--- config.mk ---
export PLATFORM = sky130hd
export DESIGN_NAME = dino_player_ctrl
export DESIGN_NICKNAME = d
export VERILOG_FILES = /design/src/rtl/dino_player_ctrl.sv
export SDC_FILE = /design/constraint.sdc
export NUM_CORES = 1
export LEC_CHECK = 0
export ABC_AREA = 1
export CORE_MARGIN = 5
export CORE_UTILIZATION = 53
export DETAILED_ROUTE_END_ITERATION = 8
export GPL_ROUTABILITY_DRIVEN = 0
export PLACE_DENSITY = 0.74
export SLEW_MARGIN = 10
export SYNTH_ARGS = -nofsm -noshare
export SYNTH_HDL_FRONTEND = slang
export SYNTH_SLANG_ARGS = --single-unit
--- constraint.sdc ---
create_clock -name clk -period 2.3 [get_ports clk]
set_clock_uncertainty 0.05 [all_clocks]
set_input_delay 0.23 -clock clk [delete_from_list [all_inputs] [get_ports clk]]
set_output_delay 0.23 -clock clk [all_outputs]
set_load 0.01 [all_outputs]
--- src/rtl/dino_player_ctrl.sv ---
// Dino vertical-motion controller: turns the jump button into a per-frame sprite y position.
// State | meaning
// S_GROUND | resting at GROUND_Y, waiting for a jump request on a frame tick
// S_RISE   | moving up, speed decays by GRAVITY each tick
// S_FALL   | moving down, speed grows by GRAVITY up to MAX_FALL_VEL
// S_DEAD   | frozen after a collision until restart
module dino_player_ctrl #(
    parameter int GROUND_Y     = 40,
    parameter int JUMP_VEL     = 6,
    parameter int GRAVITY      = 1,
    parameter int MAX_FALL_VEL = 7
) (
    input  logic       clk,
    input  logic       rst_n,
    input  logic       i_frame_tick,
    input  logic       i_jump,
    input  logic       i_game_over,
    input  logic       i_restart,
    output logic [5:0] o_ypos,
    output logic       o_airborne,
    output logic       o_land
);

    typedef enum logic [1:0] {S_GROUND, S_RISE, S_FALL, S_DEAD} state_t;

    localparam logic [5:0] GY  = 6'(GROUND_Y);
    localparam logic [3:0] JV  = 4'(JUMP_VEL);
    localparam logic [3:0] GR  = 4'(GRAVITY);
    localparam logic [3:0] MFV = 4'(MAX_FALL_VEL);

    state_t     state, state_nxt;
    logic [5:0] ypos_nxt;
    logic [3:0] vel, vel_nxt;
    logic       jump_req, jump_req_nxt;
    logic       land_nxt, airborne_nxt;
    logic       sync1, sync2, sync2_d;
    logic       jump_rise;
    logic [6:0] fall_sum;
    logic [4:0] vel_inc;

    assign jump_rise = sync2 & ~sync2_d;
    assign fall_sum  = {1'b0, o_ypos} + {3'b000, vel};
    assign vel_inc   = {1'b0, vel} + {1'b0, GR};

    always_ff @(posedge clk or negedge rst_n) begin
        if (!rst_n) begin
            sync1   <= 1'b0;
            sync2   <= 1'b0;
            sync2_d <= 1'b0;
        end else begin
            sync1   <= i_jump;
            sync2   <= sync1;
            sync2_d <= sync2;
        end
    end

    always_comb begin
        state_nxt    = state;
        ypos_nxt     = o_ypos;
        vel_nxt      = vel;
        jump_req_nxt = jump_req;
        land_nxt     = 1'b0;
        if (i_game_over) begin
            state_nxt    = S_DEAD;
            jump_req_nxt = 1'b0;
        end else if (state == S_DEAD) begin
            if (i_restart) begin
                state_nxt    = S_GROUND;
                ypos_nxt     = GY;
                vel_nxt      = 4'd0;
                jump_req_nxt = 1'b0;
            end
        end else begin
            if (i_frame_tick) begin
                case (state)
                    S_GROUND: begin
                        if (jump_req) begin
                            vel_nxt      = JV;
                            state_nxt    = S_RISE;
                            jump_req_nxt = 1'b0;
                        end
                    end
                    S_RISE: begin
                        // saturate at the top row instead of wrapping
                        ypos_nxt = ({2'b00, vel} > o_ypos) ? 6'd0 : o_ypos - {2'b00, vel};
                        if (vel <= GR) begin
                            vel_nxt   = 4'd0;
                            state_nxt = S_FALL;
                        end else begin
                            vel_nxt = vel - GR;
                        end
                    end
                    S_FALL: begin
                        if (fall_sum >= {1'b0, GY}) begin
                            ypos_nxt  = GY;
                            vel_nxt   = 4'd0;
                            state_nxt = S_GROUND;
                            land_nxt  = 1'b1;
                        end else begin
                            ypos_nxt = fall_sum[5:0];
                            vel_nxt  = (vel_inc > {1'b0, MFV}) ? MFV : vel_inc[3:0];
                        end
                    end
                    default: ;
                endcase
            end
            // a press coinciding with a tick is only seen by the following tick
            if (jump_rise) jump_req_nxt = 1'b1;
        end
        airborne_nxt = (state_nxt == S_RISE) || (state_nxt == S_FALL);
    end

    always_ff @(posedge clk or negedge rst_n) begin
        if (!rst_n) begin
            state      <= S_GROUND;
            o_ypos     <= GY;
            vel        <= 4'd0;
            jump_req   <= 1'b0;
            o_airborne <= 1'b0;
            o_land     <= 1'b0;
        end else begin
            state      <= state_nxt;
            o_ypos     <= ypos_nxt;
            vel        <= vel_nxt;
            jump_req   <= jump_req_nxt;
            o_airborne <= airborne_nxt;
            o_land     <= land_nxt;
        end
    end

endmodule

After elaboration in Yosys (flattened, before gate mapping)
Index checks and enable logic that the tools add are counted. Widths: inputs -> output; s select.

Muxes and demuxes: 33. $lt $le $gt $ge: 4. Eq/ne operators: 8. Add/sub/neg operators: 4. Reduce and logical (&&, ||, !) cells: 10. Bitwise operators: 3.

Operators by type and width (count): $mux 6 (5); $mux 4 (7); $mux 2 (7); $pmux 4 s3 (1); $pmux 6 s2 (1); $reduce_bool 4->1 (3); $mux 1 (11); $add 6x4->7 (1); $ge 7x6->1 const B (1); $eq 2x2->1 const B (3); $gt 4x6->1 (1); $ne 3x3->1 const B (2); $pmux 2 s3 (1); $sub 6x4->6 (1); $add 4x1->5 const B (1); $gt 5x3->1 const B (1); $reduce_and 5->1 (1); $eq 2x1->1 const B (2); $le 4x1->1 const B (1); $reduce_and 4->1 (1); $sub 4x1->4 const B (1); $reduce_and 3->1 (1); $reduce_bool 3->1 (1); $logic_not 2->1 (1); other kinds (5) (6).

Output and inout port bits: 8. Register bits: 18. Bits of input ports: 6. Word-level logic and storage cells: 71.

Logic depth before layout (Yosys ltp)
Depth after elaboration: 9. Gate-level depth with buffers: 16. Depth with buffers taken out: 16.

Least setup slack after synthesis
OpenSTA, ideal clock, no wires.

Path kind: register -> register. Start point: register vel[0]. End point: register o_airborne. Library setup time: 0.117 ns. Clock period less this slack: 1.970 ns. Path buffers: 0. Arrival: 1.802 ns. Cell stages (with the launch flop): 16. Path slack: 0.330 ns. Required time: 2.133 ns. Cell sequence: dfrtp_1 -> ha_1 -> inv_1 -> fa_1 -> inv_1 -> nand2_1 -> nand2_1 -> nand2_1 -> nand2_2 -> nand3_4 -> nand2_4 -> nand2_4 -> nand3_2 -> nand2_2 -> nand3_1 -> nand2_1.

Longest elaborated chain between the ends: 9. Elaborated cells between the ends (all ways): 12. Those cells by class: add/sub (1); order compare (2); eq/ne (2); mux (6); reduce/logical (1).

RTL lines: start, declared (RTL line 33) `logic [3:0] vel, vel_nxt;`; start signal, assigned (RTL line 124) `vel <= vel_nxt;`; $add 6x4->7 (RTL line 42) `assign fall_sum = {1'b0, o_ypos} + {3'b000, vel};`; $ge 7x6->1 (RTL line 94) `if (fall_sum >= {1'b0, GY}) begin`; $mux 2 (RTL line 94); $pmux 2 s3 * (RTL line 75) `case (state)`; $mux 2 * (RTL line 74) `if (i_frame_tick) begin`; $mux 2 * (RTL line 66) `end else if (state == S_DEAD) begin`; $mux 2 * (RTL line 63) `if (i_game_over) begin`; $eq 2x1->1 or $eq 2x2->1 (tied branches) (RTL line 110) `airborne_nxt = (state_nxt == S_RISE) || (state_nxt == S_FALL);`; $logic_or 1x1->1 * (RTL line 110); via airborne_nxt (RTL line 35) `logic land_nxt, airborne_nxt;`; end signal, assigned (RTL line 126) `o_airborne <= airborne_nxt;`; end, declared (RTL line 20) `output logic o_airborne,`.

Mark *: on every way through the listed nets, which the timed path passes. The rest lies on a longest branch. A chain may end at the register's enable or synchronous reset.

Worst setup path in the final report
Start point: register vel[0]. End point: register o_ypos[4].

Longest elaborated chain between the ends: 6. Elaborated cells between the ends (all ways): 9. Those cells by class: add/sub (2); order compare (2); mux (5).

RTL lines: $add 6x4->7 (RTL line 42); $ge 7x6->1 (RTL line 94); $mux 6 (RTL line 94); $pmux 6 s2 * (RTL line 75); $mux 6 * (RTL line 74); $mux 6 * (RTL line 66); end signal, assigned (RTL line 123) `o_ypos <= ypos_nxt;`; end, declared (RTL line 19) `output logic [5:0] o_ypos,`.

Every way passes the cells marked *; elsewhere a longest branch is shown, timed or not. The select of a mux whose other input is x is not followed.

==> results.yml <==
status:
  status: "completed"
timing:
  period_share_pct: 93.3
  hold_violations: 0
  tightest_slew_ns: 0.346
  maxClockFrequency_ghz: 0.466
  slew_violations: 0
  min_period_ns: 2.15
  setup_tns_ns: 0
  max_slew_margin_pct: 76.7
  whs_ns: 0.183
  setup-violations-final: 0
global_route:
  overflow: 0
  grt_pass1_vias: 1373
  antenna_found_initial: 0
  grt_usage_pct: 18.0
  grt_max_degree: 19
  grt_pass1_wl_um: 6110
yosys:
  synth_top_area_share_pct: 25.6
  synth_edf_count: 0
  ys_seq_elements: 18
  synth_common_cells: "nand2_1, inv_1, nor2_1"
  yosysSeqAreaShare_pct: 29.0
  ys_types: 33
  synthesis.area_um2: 1560
  synth_area_per_cell_um2: 7.44
  syn_nets: 233
  syn_inst: 210
  synth_top_area_cell: "dfrtp_1"
  synth-async-reset-ratio_pct: 100
  yosys_warnings: 0
  synth_ff_type: "dfrtp_1"
  synth.most_common_cell: "nand2_1"
  synth.area.top_cells: "dfrtp_1, ha_1, nand2_1"
drt:
  drc_errors: 0
  vias: 1433
  drt_first_iter_violations: 87
  routed-wl-met3_um: 175
  vias_per_cell: 5.45
  antenna_left: 0
  wl_per_cell_um: 13.3
  top_layer: "met4"
  wirelength_um: 3490
  dr_wl_met2_um: 1650
  wl_met1_um: 1620
  first_pass_iters: 4
setup_path:
  crit_type: "flip-flop to flip-flop"
  r2r_slack_ns: 0.15
  cp-start-kind: "flip-flop"
  cp.arrival_ns: 2.33
  cp_data_required_time_ns: 2.48
  critPathMaxFanout: 3
  end_kind: "flip-flop"
clocking:
  clk_latency_ns: 0.30
  clock_path_buffers: 2
  path_clk_slew_ns: 0.12
  cts-root-buf: "clkbuf_4"
  numCtsBuffers: 3
  cts_tree: "built"
  clock_sinks: 18
  h-tree-depth: 1
  cts.hold.buffers_added: 0
die:
  die_h_um: 64.3
  coreArea_um2: 2780
  ios: 14
  dieArea_um2: 4130
  row_count: 19
  start_util_pct: 56.1
  die_x_um: 64.3
cells_and_area:
  area_growth_pct: 16.5
  reg_top3: "o_ypos: 6 flops, vel: 4 flops, state: 2 flops"
  fin_nets: 256
  final_cell_count_no_fill: 263
  insertedDiodeCount: 0
  fill_cells: 246
  multi_input_area_um2: 972
  largest_register_ffs: 6
  design_area_um2: 1820
  regMostFlops: "o_ypos"
  drive_above_1_share_pct: 19.4
  regArea_um2: 454
power_and_ir_drop:
  p_leak_nw: 0.919
  total_power_mw: 2.11
  irDropWorstVdd_v: 0.000745
  powerDensity_nw_per_um2: 1160
worst_hold_path:
  hold_class: "input pin to async pin"
placed_design:
  dp.cells: 255
  placed_area_um2: 1740
  dp_hpwl_um: 2760
  io_buffers: 13
flow_run:
  cap_violations: 0
[final timing paths]
| path | startpoint | end | depth (start not counted) |
|---|---|---|---|
| setup / recovery | vel[0] | o_ypos[4] | 16 |
| hold / removal | rst_n | vel[1] | 2 |
| setup reg to reg | vel[0] | o_ypos[4] | 16 |
| hold reg to reg | sync1 | sync2 | 0 |
| max in group asynchronous | rst_n | o_ypos[5] | 2 |
| min in group clk | sync1 | sync2 | 0 |
[final cells by class]
class,count,area share (%)
Clock buffer,4,1.99
Inverter,36,7.43
Multi-Input combinational cell,154,53.4
Sequential cell,18,25.0
Tap cell,31,2.13
Timing Repair Buffer,20,10.0
[timing repair]
action,CTS,global route
gates resized for setup,0,6
buffers inserted,0,4
setup endpoints to repair,0,8
[report_power, final]
part	switching, mW	internal, mW
logic	0.820	0.564
registers	0.104	0.413
clock network	0.110	0.0965
[cells by family after synthesis]
logic type	after synthesis	synth area share [%]
DFF	18	29.0
and+or+nand+nor	97	30.5
adders and majority gates	17	14.6
buffers and inverters	38	9.46
xor gates and xnor gates	4	2.24
AOI/OAI and AO/OA	36	14.2
[layout by cell type, fill, tap and decap left out, types with 3 or more instances in the layout]
master,instances
nand3_1,14
o21ai_1,8
clkbuf_4,3
clkdlybuf4s50_1,13
dfrtp_1,15
ha_1,13
nor2_1,21
inv_2,7
a21oi_1,5
buf_4,7
xor2_1,3
nor3_1,3
inv_1,29
o21ai_0,11
o21bai_1,3
nand2_2,7
nand2_1,40
[through the flow]
stage / util [%] / worst slack [ns]
6_report: 65.4 / 0.155
5_1_grt: 65.4 / -0.0345
4_1_cts: 63.9 / 0.0812
3_5_place_dp: 62.6 / 0.118
3_3_place_gp: 62.6 / 0.222
2_1_floorplan: - / 0.330
[per-layer routing]
| metal | up-vias | global-route usage, % |
|---|---|---|
| li1 | 716 | - |
| met1 | 670 | 25.0 |
| met2 | 40 | 28.0 |
| met3 | 7 | 3.33 |
| met4 | 0 | 5.85 |
| met5 | - | 0 |
[worst max-delay path, stage by stage, from the launching register on]
cell,delay [ns]
dfrtp_2,0.45
buf_4,0.14
ha_1,0.18
inv_1,0.10
fa_1,0.19
nand2_1,0.06
inv_1,0.08
nor2_1,0.04
o21bai_1,0.18
nor2_1,0.06
nand2_1,0.08
inv_1,0.06
nor2_1,0.12
nand2_1,0.08
o21ai_1,0.08
nand2_1,0.06
o21ai_1,0.07
No activity file was read; power rests on OpenSTA's default activity.
==> RTL edit 1, RTL diff (config.mk and constraints unchanged) <==
Re-encode `state_t` (4 states) as one-hot, 4 bits wide.
--- a/src/rtl/dino_player_ctrl.sv
+++ b/src/rtl/dino_player_ctrl.sv
@@ -22,5 +22,5 @@
 );
 
-    typedef enum logic [1:0] {S_GROUND, S_RISE, S_FALL, S_DEAD} state_t;
+    typedef enum logic [3:0] {S_GROUND = 4'b0001, S_RISE = 4'b0010, S_FALL = 4'b0100, S_DEAD = 4'b1000} state_t;
 
     localparam logic [5:0] GY  = 6'(GROUND_Y);
Formal check against the unedited RTL: no difference found for any inputs over 10 cycles, from zero or initial values and one cycle with rst_n low; not proved beyond that.
==> RTL edit 1 against the original RTL <==
Synthesized area is 2.6% higher; utilization shrank 2.5 points; total power is 16% lower; design area grew 2.9%; setup slack worse by 0.017 ns; sequential cell count rose by 2; first-iteration DRC count decreased by 3.4%; routed wire length down 0.20%.
==> RTL edit 1: results (changes against the original RTL) <==
| Metric | Value |
|---|---|
| FF+latch area | `505 um2 (+11%)` |
| Synth Net Count | `238 (+2.1%)` |
| Status | `finished, final reports clean` |
| Synth Area per Inst | `7.32 um2 (-1.6%)` |
| Initial DRC Count | `84 (-3.4%)` |
| Sequential area share after synthesis | `31.5% (+2.5 points)` |
| Biggest regs | `o_ypos: 6 flops, state: 4 flops, vel: 4 flops` |
| Buffer share of cell area | `10.6% (+0.52 points)` |
| Met3 wire length | `93 um (-47%)` |
| Placed cell areas | `1800 um2 (+3.6%)` |
| Fraction of area in multi-input gates | `51.0% (-2.4 points)` |
| Max incr delay on CP | `0.40 ns (-0.05 ns)` |
| PD cells | `944 nW/um2 (-19%)` |
| Sink Count | `20 (+2)` |
| Drt wl/cell | `12.6 um (-4.9%)` |
| Hold_ws | `0.196 ns (+0.0126 ns)` |
| Synth area leaders | `dfrtp_1 (27%), nand2_1 (12%), ha_1 (8.6%), inv_1 (7.7%), dfstp_2 (4.9%)` |
| Worst path slowest cell | `dfrtp_1` |
| Compound-Gate Fraction of Synth Area | `12.9% (-1.3 points)` |
| Clk. pwr | `185 uW (-10%)` |
| Slew @ Worst Pin | `0.468 ns (+0.122 ns)` |
| Area used by multi-input combinational logic | `955 um2 (-1.8%)` |
| P_int | `947 uW (-12%)` |
| Global-route wire length before repair | `5990 um (-1.9%)` |
| Met3 GRT Util | `2.60% (-0.73 points)` |
| DP HPWL | `2730 um (-0.91%)` |
| Grt met1 use | `26.0% (+0.98 points)` |
| Post-synthesis cell area | `1600 um2 (+2.6%)` |
[RTL edit 1: cell types whose count changed in the layout (fill, tap and decap cells not counted), sizes merged, moves of 2 or more]
cell / before / now
nand2: 49 / 55
or2: 0 / 2
buf: 7 / 9
o21ai: 20 / 13
inv: 36 / 39
a21oi: 7 / 13
nor3: 4 / 2
nand3: 17 / 19
o22ai: 0 / 6
o31ai: 2 / 0
ha: 15 / 11
o21bai: 3 / 0
[RTL edit 1: final timing paths]
check	from	endpoint
max in group asynchronous	rst_n	state[0]$_DFF_PN1_
max	vel[0]$_DFFE_PN0P_	o_airborne$_DFF_PN0_
min	rst_n	sync2$_DFF_PN0_
min reg2reg	sync1$_DFF_PN0_	sync2$_DFF_PN0_
max reg2reg	vel[0]$_DFFE_PN0P_	o_airborne$_DFF_PN0_
min in group clk	i_jump	sync1$_DFF_PN0_
==> RTL edit 2, RTL diff (config.mk and constraints unchanged) <==
Without the edit above. `GROUND_Y`: 40 -> 20.
--- a/src/rtl/dino_player_ctrl.sv
+++ b/src/rtl/dino_player_ctrl.sv
@@ -6,5 +6,5 @@
 // S_DEAD   | frozen after a collision until restart
 module dino_player_ctrl #(
-    parameter int GROUND_Y     = 40,
+    parameter int GROUND_Y     = 20,
     parameter int JUMP_VEL     = 6,
     parameter int GRAVITY      = 1,
Function: changed (a bounded check fails within 4 cycles, from zero or initial values and one cycle with rst_n low).
==> RTL edit 2 against the original RTL <==
Sequential power grew 3%; routed wire length shrank 3.3%; critical path depth shrank 2; design area shrank 1.4%; setup slack lost 0.0030 ns; sequential cell count is the same; synthesized area shrank 4.9%; total power grew 5.3%.
==> RTL edit 2: results (changes against the original RTL) <==
| Metric | Value |
|---|---|
| Fin nets | `253 (-1.2%)` |
| Global-route wire length before repair | `5760 um (-5.7%)` |
| FF-to-FF End | `o_ypos[1]$_DFFE_PN0P_` |
| Worst Setup SP | `o_ypos[0]$_DFFE_PN0P_` |
| Register-to-Register Path Depth | `14 (-2)` |
| Commonest cells in the netlist | `nand2_1 (46), inv_1 (33), nor2_1 (19)` |
| Sequential area share after synthesis | `30.5% (+1.5 points)` |
| Initial DRC Count | `88 (+1.1%)` |
| Met2 WL post-DR | `1640 um (-0.36%)` |
| Status | `finished, final reports clean` |
| WL final | `3380 um (-3.3%)` |
| Grt met1 use | `21.9% (-3.0 points)` |
| Critical path arrival | `2.28 ns (-0.05 ns)` |
| Metal-1 WL | `1530 um (-5.6%)` |
| VDD IR-drop max | `761 uV (+2.1%)` |
| DP HPWL | `2650 um (-4.1%)` |
| GRT Resource Usage Total | `17.4% (-0.59 points)` |
| Fill cells | `232 (-5.7%)` |
| Layout cells sized above 1 | `17.5% (-1.9 points)` |
| Met3 GRT Util | `4.68% (+1.3 points)` |
| Max transition margin | `75.6% (-1.1 points)` |
| Drt wl/cell | `13.0 um (-1.8%)` |
| Clk buf depth | `2 (unchanged)` |
| Detailed-route vias per instance | `5.36 (-1.7%)` |
| Vias in the first global route | `1,365 (-0.58%)` |
| Synth Area per Inst | `7.32 um2 (-1.6%)` |
| Yosys cell types | `32 (-3.0%)` |
| Synth Net Count | `227 (-2.6%)` |
[RTL edit 2: metrics by stage]
step | setup TNS, ns | cell area, um2 | hold WS [ns] | util, % | worst slack, ns
after CTS | 0 | 1720 | 0.208 | 63.4 | 0.0490
after global placement | 0 | 1680 | 0.286 | 62.0 | 0.123
after global routing | -0.0418 | 1790 | 0.210 | 66.2 | -0.0232
after detailed placement | 0 | 1680 | 0.288 | 62.0 | 0.0699
final | 0 | 1790 | 0.198 | 66.2 | 0.152
after floorplan | 0 | 1490 | -0.116 | - | 0.249
[RTL edit 2: cell families after synthesis]
group                      after synthesis  synth area share [%]
xor gates and xnor gates                 4                  2.36
AOI/OAI and AO/OA                       30                  13.0
buffers and inverters                   39                  10.0
DFF                                     18                  30.5
and+or+nand+nor                         94                  28.0
adders and majority gates               18                  16.2
[RTL edit 2: cell type report]
class	instances	area [um2]	share of cell area (%)
clock buffers	4	36.3	2.02
flip-flops and latches	18	458	25.5
well taps	31	38.8	2.16
repair buffers	23	205	11.4
multi-input cells	146	912	50.9
inverters	37	143	7.96
[RTL edit 2: critical path, cell delays in order, from the launching register on]
cell and delay [ns]:
dfrtp_1 0.41, inv_1 0.08, ha_1 0.14, inv_1 0.06, fa_2 0.34, nand2_1 0.07, inv_1 0.05, nor2_1 0.10
nor2_1 0.08, nor3_2 0.19, nand3_1 0.11, nand2_1 0.07, clkinv_1 0.09, o2111ai_1 0.08, o21ai_0 0.10
[RTL edit 2: power groups by stage]
stage	Sequential, mW	Combinational [mW]	Clock [mW]
floorplan	0.538	0.975	0
global placement	0.524	1.34	0
detailed placement	0.531	1.37	0
CTS	0.525	1.37	0.203
global route	0.550	1.70	0.221
finish	0.530	1.49	0.202
